## src/rtl/ttt_pkg.sv

```systemverilog
// Shared constants for the tic-tac-toe sequencer: cell boundaries, winner codes,
// FSM encoding and the eight winning line masks.
package ttt_pkg;

  localparam logic [11:0] COL1_X = 12'd344;
  localparam logic [11:0] COL2_X = 12'd680;
  localparam logic [11:0] ROW1_Y = 12'd252;
  localparam logic [11:0] ROW2_Y = 12'd504;

  localparam logic [1:0] WIN_NONE = 2'b00;
  localparam logic [1:0] WIN_X    = 2'b01;
  localparam logic [1:0] WIN_O    = 2'b10;
  localparam logic [1:0] WIN_DRAW = 2'b11;

  typedef enum logic [1:0] {
    ST_PLAY  = 2'd0,
    ST_CHECK = 2'd1,
    ST_DONE  = 2'd2
  } state_t;

  // Bit k of a board is cell k = row*3 + col.
  localparam logic [7:0][8:0] WIN_LINES = {
    9'b001_010_100,  // anti-diagonal 2,4,6
    9'b100_010_001,  // diagonal 0,4,8
    9'b100_100_100,  // column 2
    9'b010_010_010,  // column 1
    9'b001_001_001,  // column 0
    9'b111_000_000,  // row 2
    9'b000_111_000,  // row 1
    9'b000_000_111   // row 0
  };

  function automatic logic has_line(input logic [8:0] board);
    logic hit;
    hit = 1'b0;
    for (int i = 0; i < 8; i++) begin
      if ((board & WIN_LINES[i]) == WIN_LINES[i]) hit = 1'b1;
    end
    return hit;
  endfunction

endpackage

```

## src/rtl/cell_decode.sv

```systemverilog
// Maps a cursor position to a board cell index; valid drops outside the active area.
module cell_decode
  import ttt_pkg::*;
#(
  parameter int H_ACTIVE = 1024,
  parameter int V_ACTIVE = 768
) (
  input  logic [11:0] xpos,
  input  logic [11:0] ypos,
  output logic [3:0]  cell_idx,
  output logic        valid
);

  localparam logic [11:0] H_LIM = 12'(H_ACTIVE);
  localparam logic [11:0] V_LIM = 12'(V_ACTIVE);

  logic [1:0] col;
  logic [1:0] row;

  always_comb begin
    col = 2'd0;
    row = 2'd0;
    if (xpos >= COL2_X)      col = 2'd2;
    else if (xpos >= COL1_X) col = 2'd1;
    if (ypos >= ROW2_Y)      row = 2'd2;
    else if (ypos >= ROW1_Y) row = 2'd1;
  end

  assign cell_idx = ({2'b00, row} * 4'd3) + {2'b00, col};
  assign valid    = (xpos < H_LIM) && (ypos < V_LIM);

endmodule

```

## src/rtl/game_turn_ctrl.sv

```systemverilog
// Tic-tac-toe sequencer: hover highlight, click-to-move, turn alternation and
// win/draw detection, all in the pclk domain.
module game_turn_ctrl
  import ttt_pkg::*;
#(
  parameter int H_ACTIVE = 1024,
  parameter int V_ACTIVE = 768
) (
  input  logic        pclk,
  input  logic        rst,
  input  logic [11:0] xpos,
  input  logic [11:0] ypos,
  input  logic        mouse_left,
  input  logic        new_game,
  output logic [8:0]  square_hl,
  output logic [8:0]  board_x,
  output logic [8:0]  board_o,
  output logic        turn,
  output logic [1:0]  winner,
  output logic        game_over
);

  state_t     state;
  logic       ml_q;
  logic [3:0] cell_idx;
  logic       valid;
  logic [8:0] cell_mask;
  logic       cell_empty;
  logic       click;
  logic       accept;
  logic [8:0] mover_board;
  logic [8:0] hl_next;

  cell_decode #(
    .H_ACTIVE (H_ACTIVE),
    .V_ACTIVE (V_ACTIVE)
  ) u_cell_decode (
    .xpos     (xpos),
    .ypos     (ypos),
    .cell_idx (cell_idx),
    .valid    (valid)
  );

  assign cell_mask   = 9'd1 << cell_idx;
  assign cell_empty  = ~|((board_x | board_o) & cell_mask);
  assign click       = mouse_left & ~ml_q;
  assign accept      = (state == ST_PLAY) & click & valid & cell_empty & ~new_game;
  assign mover_board = turn ? board_o : board_x;

  // The accepted cell becomes occupied on the same edge, so its highlight drops at once.
  always_comb begin
    hl_next = 9'd0;
    if ((state == ST_PLAY) && valid && cell_empty && !accept && !new_game)
      hl_next = cell_mask;
  end

  always_ff @(posedge pclk) begin
    if (rst) begin
      state     <= ST_PLAY;
      ml_q      <= 1'b0;
      square_hl <= 9'd0;
      board_x   <= 9'd0;
      board_o   <= 9'd0;
      turn      <= 1'b0;
      winner    <= WIN_NONE;
      game_over <= 1'b0;
    end else begin
      ml_q      <= mouse_left;
      square_hl <= hl_next;
      if (new_game) begin
        state     <= ST_PLAY;
        board_x   <= 9'd0;
        board_o   <= 9'd0;
        turn      <= 1'b0;
        winner    <= WIN_NONE;
        game_over <= 1'b0;
      end else begin
        case (state)
          ST_PLAY: begin
            if (accept) begin
              if (turn) board_o <= board_o | cell_mask;
              else      board_x <= board_x | cell_mask;
              state <= ST_CHECK;
            end
          end
          ST_CHECK: begin
            // A completed line outranks a full board, so a 9th-move win is a win.
            if (has_line(mover_board)) begin
              winner    <= turn ? WIN_O : WIN_X;
              game_over <= 1'b1;
              state     <= ST_DONE;
            end else if (&(board_x | board_o)) begin
              winner    <= WIN_DRAW;
              game_over <= 1'b1;
              state     <= ST_DONE;
            end else begin
              turn  <= ~turn;
              state <= ST_PLAY;
            end
          end
          ST_DONE: ;
          default: state <= ST_PLAY;
        endcase
      end
    end
  end

endmodule
```

## config.mk

```make
export PLATFORM = sky130hd
export DESIGN_NAME = game_turn_ctrl
export DESIGN_NICKNAME = d
export VERILOG_FILES = /design/src/rtl/ttt_pkg.sv /design/src/rtl/cell_decode.sv /design/src/rtl/game_turn_ctrl.sv
export SDC_FILE = /design/constraint.sdc
export NUM_CORES = 1
export LEC_CHECK = 0
export BUFFER_PORTS_ARGS = -buffer_cell sky130_fd_sc_hd__buf_2
export CAP_MARGIN = 20
export CORE_MARGIN = 1.5
export CORE_UTILIZATION = 40
export DETAILED_ROUTE_END_ITERATION = 8
export PLACE_DENSITY = 0.69
export SYNTH_ARGS = -nofsm -noshare
export SYNTH_HDL_FRONTEND = slang
export SYNTH_HIERARCHICAL = 1
export SYNTH_SLANG_ARGS = --single-unit
export TNS_END_PERCENT = 20
```

## constraint.sdc

```tcl
create_clock -name pclk -period 5.61 [get_ports pclk]
set_clock_uncertainty 0.2 [all_clocks]
set_input_delay 0.561 -clock pclk [delete_from_list [all_inputs] [get_ports pclk]]
set_output_delay 0.561 -clock pclk [all_outputs]
set_load 0.005 [all_outputs]
```

==> results of run 1 <==
how the worst max path moves through the flow:
stage,endpoint,start,slack [ns],cells past startpoint
after floorplan,board_o[4],ypos[11],1.90,13
after global placement,board_o[3],ypos[11],1.54,14
after detailed placement,board_o[3],ypos[11],1.51,14
after CTS,board_o[3],ypos[11],1.81,14
after global routing,board_o[2],ypos[11],1.61,14
final,board_o[4],ypos[11],1.82,14
area by class of cell:
type / count / area [um2]
Clock buffer: 6 / 82.6
Tap cell: 50 / 62.6
Sequential cell: 34 / 681
Fill cell: 395 / 1940
Inverter: 10 / 37.5
Timing Repair Buffer: 54 / 273
Multi-Input combinational cell: 152 / 940
Clock inverter: 2 / 12.5
state kept, by name, indices dropped and copies added, names as in the netlist:
name,cells
state,2
board_x,9
board_o,9
turn,1
winner,2
game_over,1
square_hl,9
ml_q,1
cell usage in the layout (no fill, tap or decap), types with 2 or more instances in the layout:
master    instances
a21o_1            2
a21oi_1          14
a21oi_2           3
a22oi_1           8
buf_2            53
clkbuf_8          6
dfxtp_1          34
ha_1              3
inv_1            10
nand2_1          16
nand3_1           3
nor2_1           36
nor2b_1           3
nor3_1           13
nor4_1            2
o21a_1            3
o21ai_0           6
o221a_2           2
o22ai_1           6
o31ai_1           4
o32ai_1           4
or4b_1            2
or4b_2            2
per-layer routing:
metal / global-route usage, % / part of all wire (%) / vias to the layer above
li1: - / - / 849
met1: 24.6 / 45 / 780
met2: 31.8 / 47 / 63
met3: 3.13 / 5.9 / 8
met4: 10.0 / 2.0 / 0
met5: 0 / 0 / -
kinds of logic (layout without fill, tap and decap cells):
group	count (synthesis)	in the layout	synth area share (%)
AOI/OAI and AO/OA	57	57	23.3
adders and majority gates	4	4	3.41
buffers and inverters	16	72	4.00
DFF	34	34	40.3
and+or+nand+nor	91	91	29.0
power groups by stage:
stage	Combinational, uW	Clock, uW	Sequential, uW
global route	42.4	201	242
detailed placement	37.6	0	247
global placement	36.4	0	247
CTS	37.7	190	242
floorplan	22.3	0	247
finish	37.5	187	242
per-stage QoR:
stage	hold slack [ns]	instance area, um2	instances
2_1_floorplan	0.265	1690	202
6_report	0.262	2090	308
4_1_cts	0.267	2090	308
3_5_place_dp	0.250	1990	300
3_3_place_gp	0.244	1990	300
5_1_grt	0.284	2090	308
critical path, stage by stage:
cell     delay [ns]
buf_2          0.10
or3_4          0.38
a211o_1        0.28
ha_1           0.28
ha_1           0.14
inv_1          0.05
fa_1           0.48
inv_1          0.10
or4b_1         0.61
o22ai_1        0.29
nor4_2         0.10
buf_4          0.19
a21oi_1        0.13
nor3_1         0.06
==> run summary, run 1 <==
### GRT
* **Remaining Overflow, GRT** 0
* **pin count of the biggest net entering global routing** 22
* **wire length of the first global-routing pass** 6.81 mm
* **antenna violations before repair** 0
* **via count of the first global-routing pass** 1545
* **All-Layer GR Usage** 19.5%

### Floorplan
* **Core ar.** 4030 um2
* **# IOs** 59
* **overall die area** 4620 um2
* **Starting Density** 41.9%
* **Die W** 68.0 um
* **Std-Cell Rows** 23
* **height of the chip** 68.0 um

### Timing
* **RSZ-0062 raised after global routing** no
* **worst-case headroom to the max-slew limit** 48.9%
* **slew at the pin with the worst max-slew slack** 0.764 ns
* **peak clock frequency supported by timing** 264 MHz
* **count of endpoints failing setup in the final report** 0
* **Final Slew Violations** 0
* **period utilization** 67.6%
* **summed negative setup slack over all endpoints** 0 ns
* **number of endpoints with negative hold slack in the final report** 0
* **Final min period** 3.79 ns
* **Worst Slack Setup Final** 1.82 ns

### Detailed routing
* **via density per instance** 5.52
* **Avg WL per Cell** 13.5 um
* **overall via count from detail_route** 1700
* **total detailed-routing wirelength** 4.17 mm
* **number of DRC markers in iteration 0** 206
* **first-pass iteration count of the detailed router** 4
* **remaining design rule violation count** 0
* **Antenna Violating Nets Remaining** 0

### Setup path
* **type of the worst setup path** in2reg
* **reg-to-reg setup timing slack** 3.39 ns
* **data required time of the critical path** 5.58 ns
* **Worst R2R End** winner[0]
* **Crit path arrival time** 3.77 ns
* **kind of end point of the critical path** register
* **start of the worst register-to-register path** turn
* **critical-path maximum fanout** 10
* **Startpoint Class** primary input
* **Worst Reg2Reg Path Length in Cells** 4

### Cells and area
* **number of nets in the finished design** 289
* **n_diodes** 0
* **area overhead of the layout relative to synthesis** 23.7%
* **final cell utilization of the core** 51.8%
* **share of layout cells above drive strength 1** 29.8%

### Power
* **areal power density over the cells** 223 nW/um2
* **switching share of total power** 23.7%
* **clock network fraction of design power** 40.1%
* **static leakage** 0.000830 uW
* **net load switching power** 110 uW
* **Logic pwr share** 8.0%
* **sum of internal, switching and leakage power** 466 uW
* **proportion of power drawn by flip-flops and latches** 51.9%
* **IR drop worst, VDD** 77.1 uV
* **cell internal pwr** 356 uW

### Clock network
* **Clock Tree Root** clkbuf_8
* **TritonCTS sink count** 34
* **Resized cells post-CTS** 0
* **CTS Hold Buffers Added** 0
* **clock latency on the worst-skew pair** 0.29 ns
* **clk slew on worst S/H paths** 0.07 ns
* **clock tree from TritonCTS** built
* **maximum clock path buffer count** 2
* **Clock H-tree levels** 2
* **setup repair bufs after CTS** 0
* **cts bufs inserted** 5

### Hold path
* **critical hold path startpoint** game_over
* **count of cells along the worst hold path** 1
* **Hold Crit Class** reg2reg
* **worst hold path endpoint** game_over

### Logic synthesis
* **fraction of registers with async set/reset** 0%
* **Avg Cell Area, Syn** 8.36 um2
* **Synth Net Count** 234
* **most common flop cell mapped by yosys** dfxtp_1
* **Synth area leaders** dfxtp_1, nor2_1, a21oi_1
* **fraction of post-synthesis cell area in the top cell type by area** 40.3%
* **Post-synth EDFFs** 0
* **Yosys Warn Count** 6
* **#FFs+latches synth** 34
* **number of standard cells after synthesis** 202
* **area leader, netlist** dfxtp_1
* **top cells by instance count after synthesis** nor2_1, dfxtp_1, nand2_1
* **cell area after technology mapping** 1690 um2
* **most frequent cell after synthesis** nor2_1
* **share of synthesized area occupied by flip-flops and latches** 40.3%
* **Distinct cells, synth** 43

### Run status
* **run status** complete, no violations

### Placement
* **count of input and output buffers** 53
* **DP HPWL** 3.14 mm
* **worst slack after detailed placement** 1.51 ns
* **Final Wtd Congestion** 0.864

### Run
* **max-capacitance violation count** 0

Note: power is estimated with default switching activity, not from simulation.
==> inputs of run 2 (changes only) <==
--- a/config.mk
+++ b/config.mk
@@ -10,7 +10,7 @@
 export CORE_MARGIN = 1.5
 export CORE_UTILIZATION = 40
 export DETAILED_ROUTE_END_ITERATION = 8
-export PLACE_DENSITY = 0.69
+export PLACE_DENSITY = 0.72
 export SYNTH_ARGS = -nofsm -noshare
 export SYNTH_HDL_FRONTEND = slang
 export SYNTH_HIERARCHICAL = 1
==> constraint.sdc (replaced) <==
create_clock -name pclk -period 3.4 [get_ports pclk]
set_clock_uncertainty 0.2 [all_clocks]
set_input_delay 0.34 -clock pclk [delete_from_list [all_inputs] [get_ports pclk]]
set_output_delay 0.34 -clock pclk [all_outputs]
set_load 0.005 [all_outputs]
==> run summary, run 2 (synthesis gave the netlist of run 1 again) <==
### Floorplan
* **Starting Density** 41.9%, unchanged
* **Std-Cell Rows** 23, unchanged
* **height of the chip** 68.0 um, unchanged
* **Core ar.** 4030 um2, unchanged
* **overall die area** 4620 um2, unchanged
* **Die W** 68.0 um, unchanged
* **# IOs** 59, unchanged

### Power
* **cell internal pwr** 576 uW, +62%
* **static leakage** 0.000899 uW, +8.3%
* **switching share of total power** 22.5%, -1.2 points
* **proportion of power drawn by flip-flops and latches** 53.8%, +1.9 points
* **areal power density over the cells** 330 nW/um2, +48%
* **Logic pwr share** 10.1%, +2.1 points
* **IR drop worst, VDD** 144 uV, +86%
* **clock network fraction of design power** 36.1%, -4.0 points
* **net load switching power** 167 uW, +51%

### Clock network
* **Clock H-tree levels** 2, unchanged
* **maximum clock path buffer count** 2, unchanged
* **clock latency on the worst-skew pair** 0.28 ns, about the same
* **clk slew on worst S/H paths** 0.06 ns, about the same
* **TritonCTS sink count** 34, unchanged
* **clock tree from TritonCTS** built
* **Clock Tree Root** clkbuf_8
* **cts bufs inserted** 5, unchanged

### Setup path
* **kind of end point of the critical path** register
* **critical path buffer and inverter count** 4, unchanged
* **CP cell instances** buf_2 > or3_4 > a211o_1 > ha_1 > ha_1 > inv_1 > fa_1 > inv_2 > or4bb_4 > o211ai_4 > nor4_4 > buf_4 > a21oi_1 > nor3_1
* **critical-path maximum fanout** 9, -1
* **Startpoint Class** primary input
* **Crit path arrival time** 3.32 ns, -0.45 ns
* **slowest cell on the critical path** or4bb_4
* **most frequent CP cell** ha_1
* **cell type group with the largest total delay on the critical path** simple AND/OR/NAND/NOR gates
* **data required time of the critical path** 3.37 ns, -2.21 ns
* **delay of the slowest cell on the worst path** 0.49 ns, -0.12 ns
* **type of the worst setup path** in2reg

### Timing
* **number of endpoints with negative hold slack in the final report** 0, unchanged
* **peak clock frequency supported by timing** 299 MHz
* **RSZ-0062 raised after global routing** yes
* **Final min period** 3.35 ns
* **count of endpoints failing setup in the final report** 0, unchanged
* **Final Slew Violations** 0, unchanged
* **period utilization** 98.5%
* **Worst Hold Slack** 0.0861 ns, -0.176 ns
* **worst-case headroom to the max-slew limit** 48.4%, -0.50 points
* **summed negative setup slack over all endpoints** 0 ns, unchanged
* **slew at the pin with the worst max-slew slack** 0.772 ns, +0.00745 ns
* **Worst Slack Setup Final** 0.0500 ns, -1.77 ns

### Cells and area
* **Seq. cell area** 681 um2, unchanged
* **n_diodes** 0, unchanged
* **final cell count without fillers** 322, +4.5%
* **area used by multi-input combinational logic** 1010 um2, +7.1%
* **final cell area excluding filler cells** 2250 um2, +7.7%
* **largest registers in the final layout** board_o x9, board_x x9, square_hl x9
* **commonest cells after routing, fill and taps aside** buf_2, nor2_1, dfxtp_1
* **commonest non-fill, non-tap cell in the layout** buf_2
* **share of layout cells above drive strength 1** 36.4%, +6.6 points
* **number of nets in the finished design** 304, +5.2%
* **area overhead of the layout relative to synthesis** 33.2%
* **Layout fillers** 399, +1.0%

### GRT
* **pin count of the biggest net entering global routing** 17, -23%
* **met1 capacity usage during global routing** 25.7%, +1.1 points
* **Remaining Overflow, GRT** 0, unchanged
* **via count of the first global-routing pass** 1499, -3.0%
* **met3 demand-to-capacity share in global routing** 5.76%, +2.6 points
* **wire length of the first global-routing pass** 6.87 mm, +0.91%
* **All-Layer GR Usage** 20.1%, +0.64 points
* **antenna violations before repair** 0, unchanged
* **Top Usage Layer GRT** met2
* **global-route met2 utilization** 31.3%, -0.49 points

### Detailed routing
* **remaining design rule violation count** 0, unchanged
* **first-pass iteration count of the detailed router** 4, unchanged
* **number of DRC markers in iteration 0** 122, -41%
* **total detailed-routing wirelength** 4.39 mm, +5.4%
* **Antenna Violating Nets Remaining** 0, unchanged
* **overall via count from detail_route** 1741, +2.4%
* **via density per instance** 5.41, -2.0%
* **Avg WL per Cell** 13.6 um, +0.79%

### Placement
* **worst slack after detailed placement** -0.257 ns, -1.77 ns
* **Final Wtd Congestion** 0.791, -8.5%
* **total placed instance area** 2130 um2, +6.8%
* **count of input and output buffers** 53, unchanged
* **DP HPWL** 3.29 mm, +4.7%
* **instance count after placement with tap cells included** 315, +5.0%

### Run status
* **run status** complete, no violations

### Hold path
* **Hold Crit Class** in2reg

### Run
* **max-capacitance violation count** 0, unchanged

run 2: changes by cell type in the layout (fill, tap and decap cells not counted), moves of 2 or more:
cell,previous run,this run
a21oi_2,3,6
clkbuf_1,0,2
a21oi_1,14,11
o22ai_2,0,3
buf_4,1,16
or4b_4,0,2
o22ai_1,6,3
run 2: routing by layer:
metal  share of wire, %  up-vias
li1                   -      874
met3                7.4        5
met1                 44      794
met5                  0        -
met2                 47       68
met4                1.8        0
run 2: power groups by stage:
stage	registers (uW)	logic (uW)	clock network (uW)
2_1_floorplan	408	39.8	0
5_1_grt	399	83.0	292
4_1_cts	399	73.1	278
6_report	399	75.1	268
3_3_place_gp	408	71.4	0
3_5_place_dp	408	72.8	0
run 2: area by class of cell:
type                       count  area share (%)
timing repair buffer          69            17.1
inverter                      10            1.67
tap                           50            2.78
clock buffer                   7            3.39
sequential                    34            30.3
multi-input combinational    152            44.7
run 2: path summary, 6_finish.rpt:
kind	cells after the start	start	endpoint	slack [ns]
hold reg to reg	1	game_over	game_over	0.27
setup / recovery	14	ypos[11]	board_o[4]	0.05
hold / removal	2	mouse_left	ml_q	0.09
setup reg to reg	5	turn	winner[0]	1.43
run 2: per-stage QoR:
stage / util (%) / total power [uW]
final: 55.8 / 743
after global routing: 55.8 / 774
after CTS: 54.7 / 751
after detailed placement: 52.8 / 481
after global placement: 52.8 / 480
after floorplan: - / 448
run 2: timing repair:
action                     in CTS  in global routing
gates resized for setup         0                  8
buffers inserted                0                  0
setup endpoints to repair       0                 27
hold buffers                    0                  0
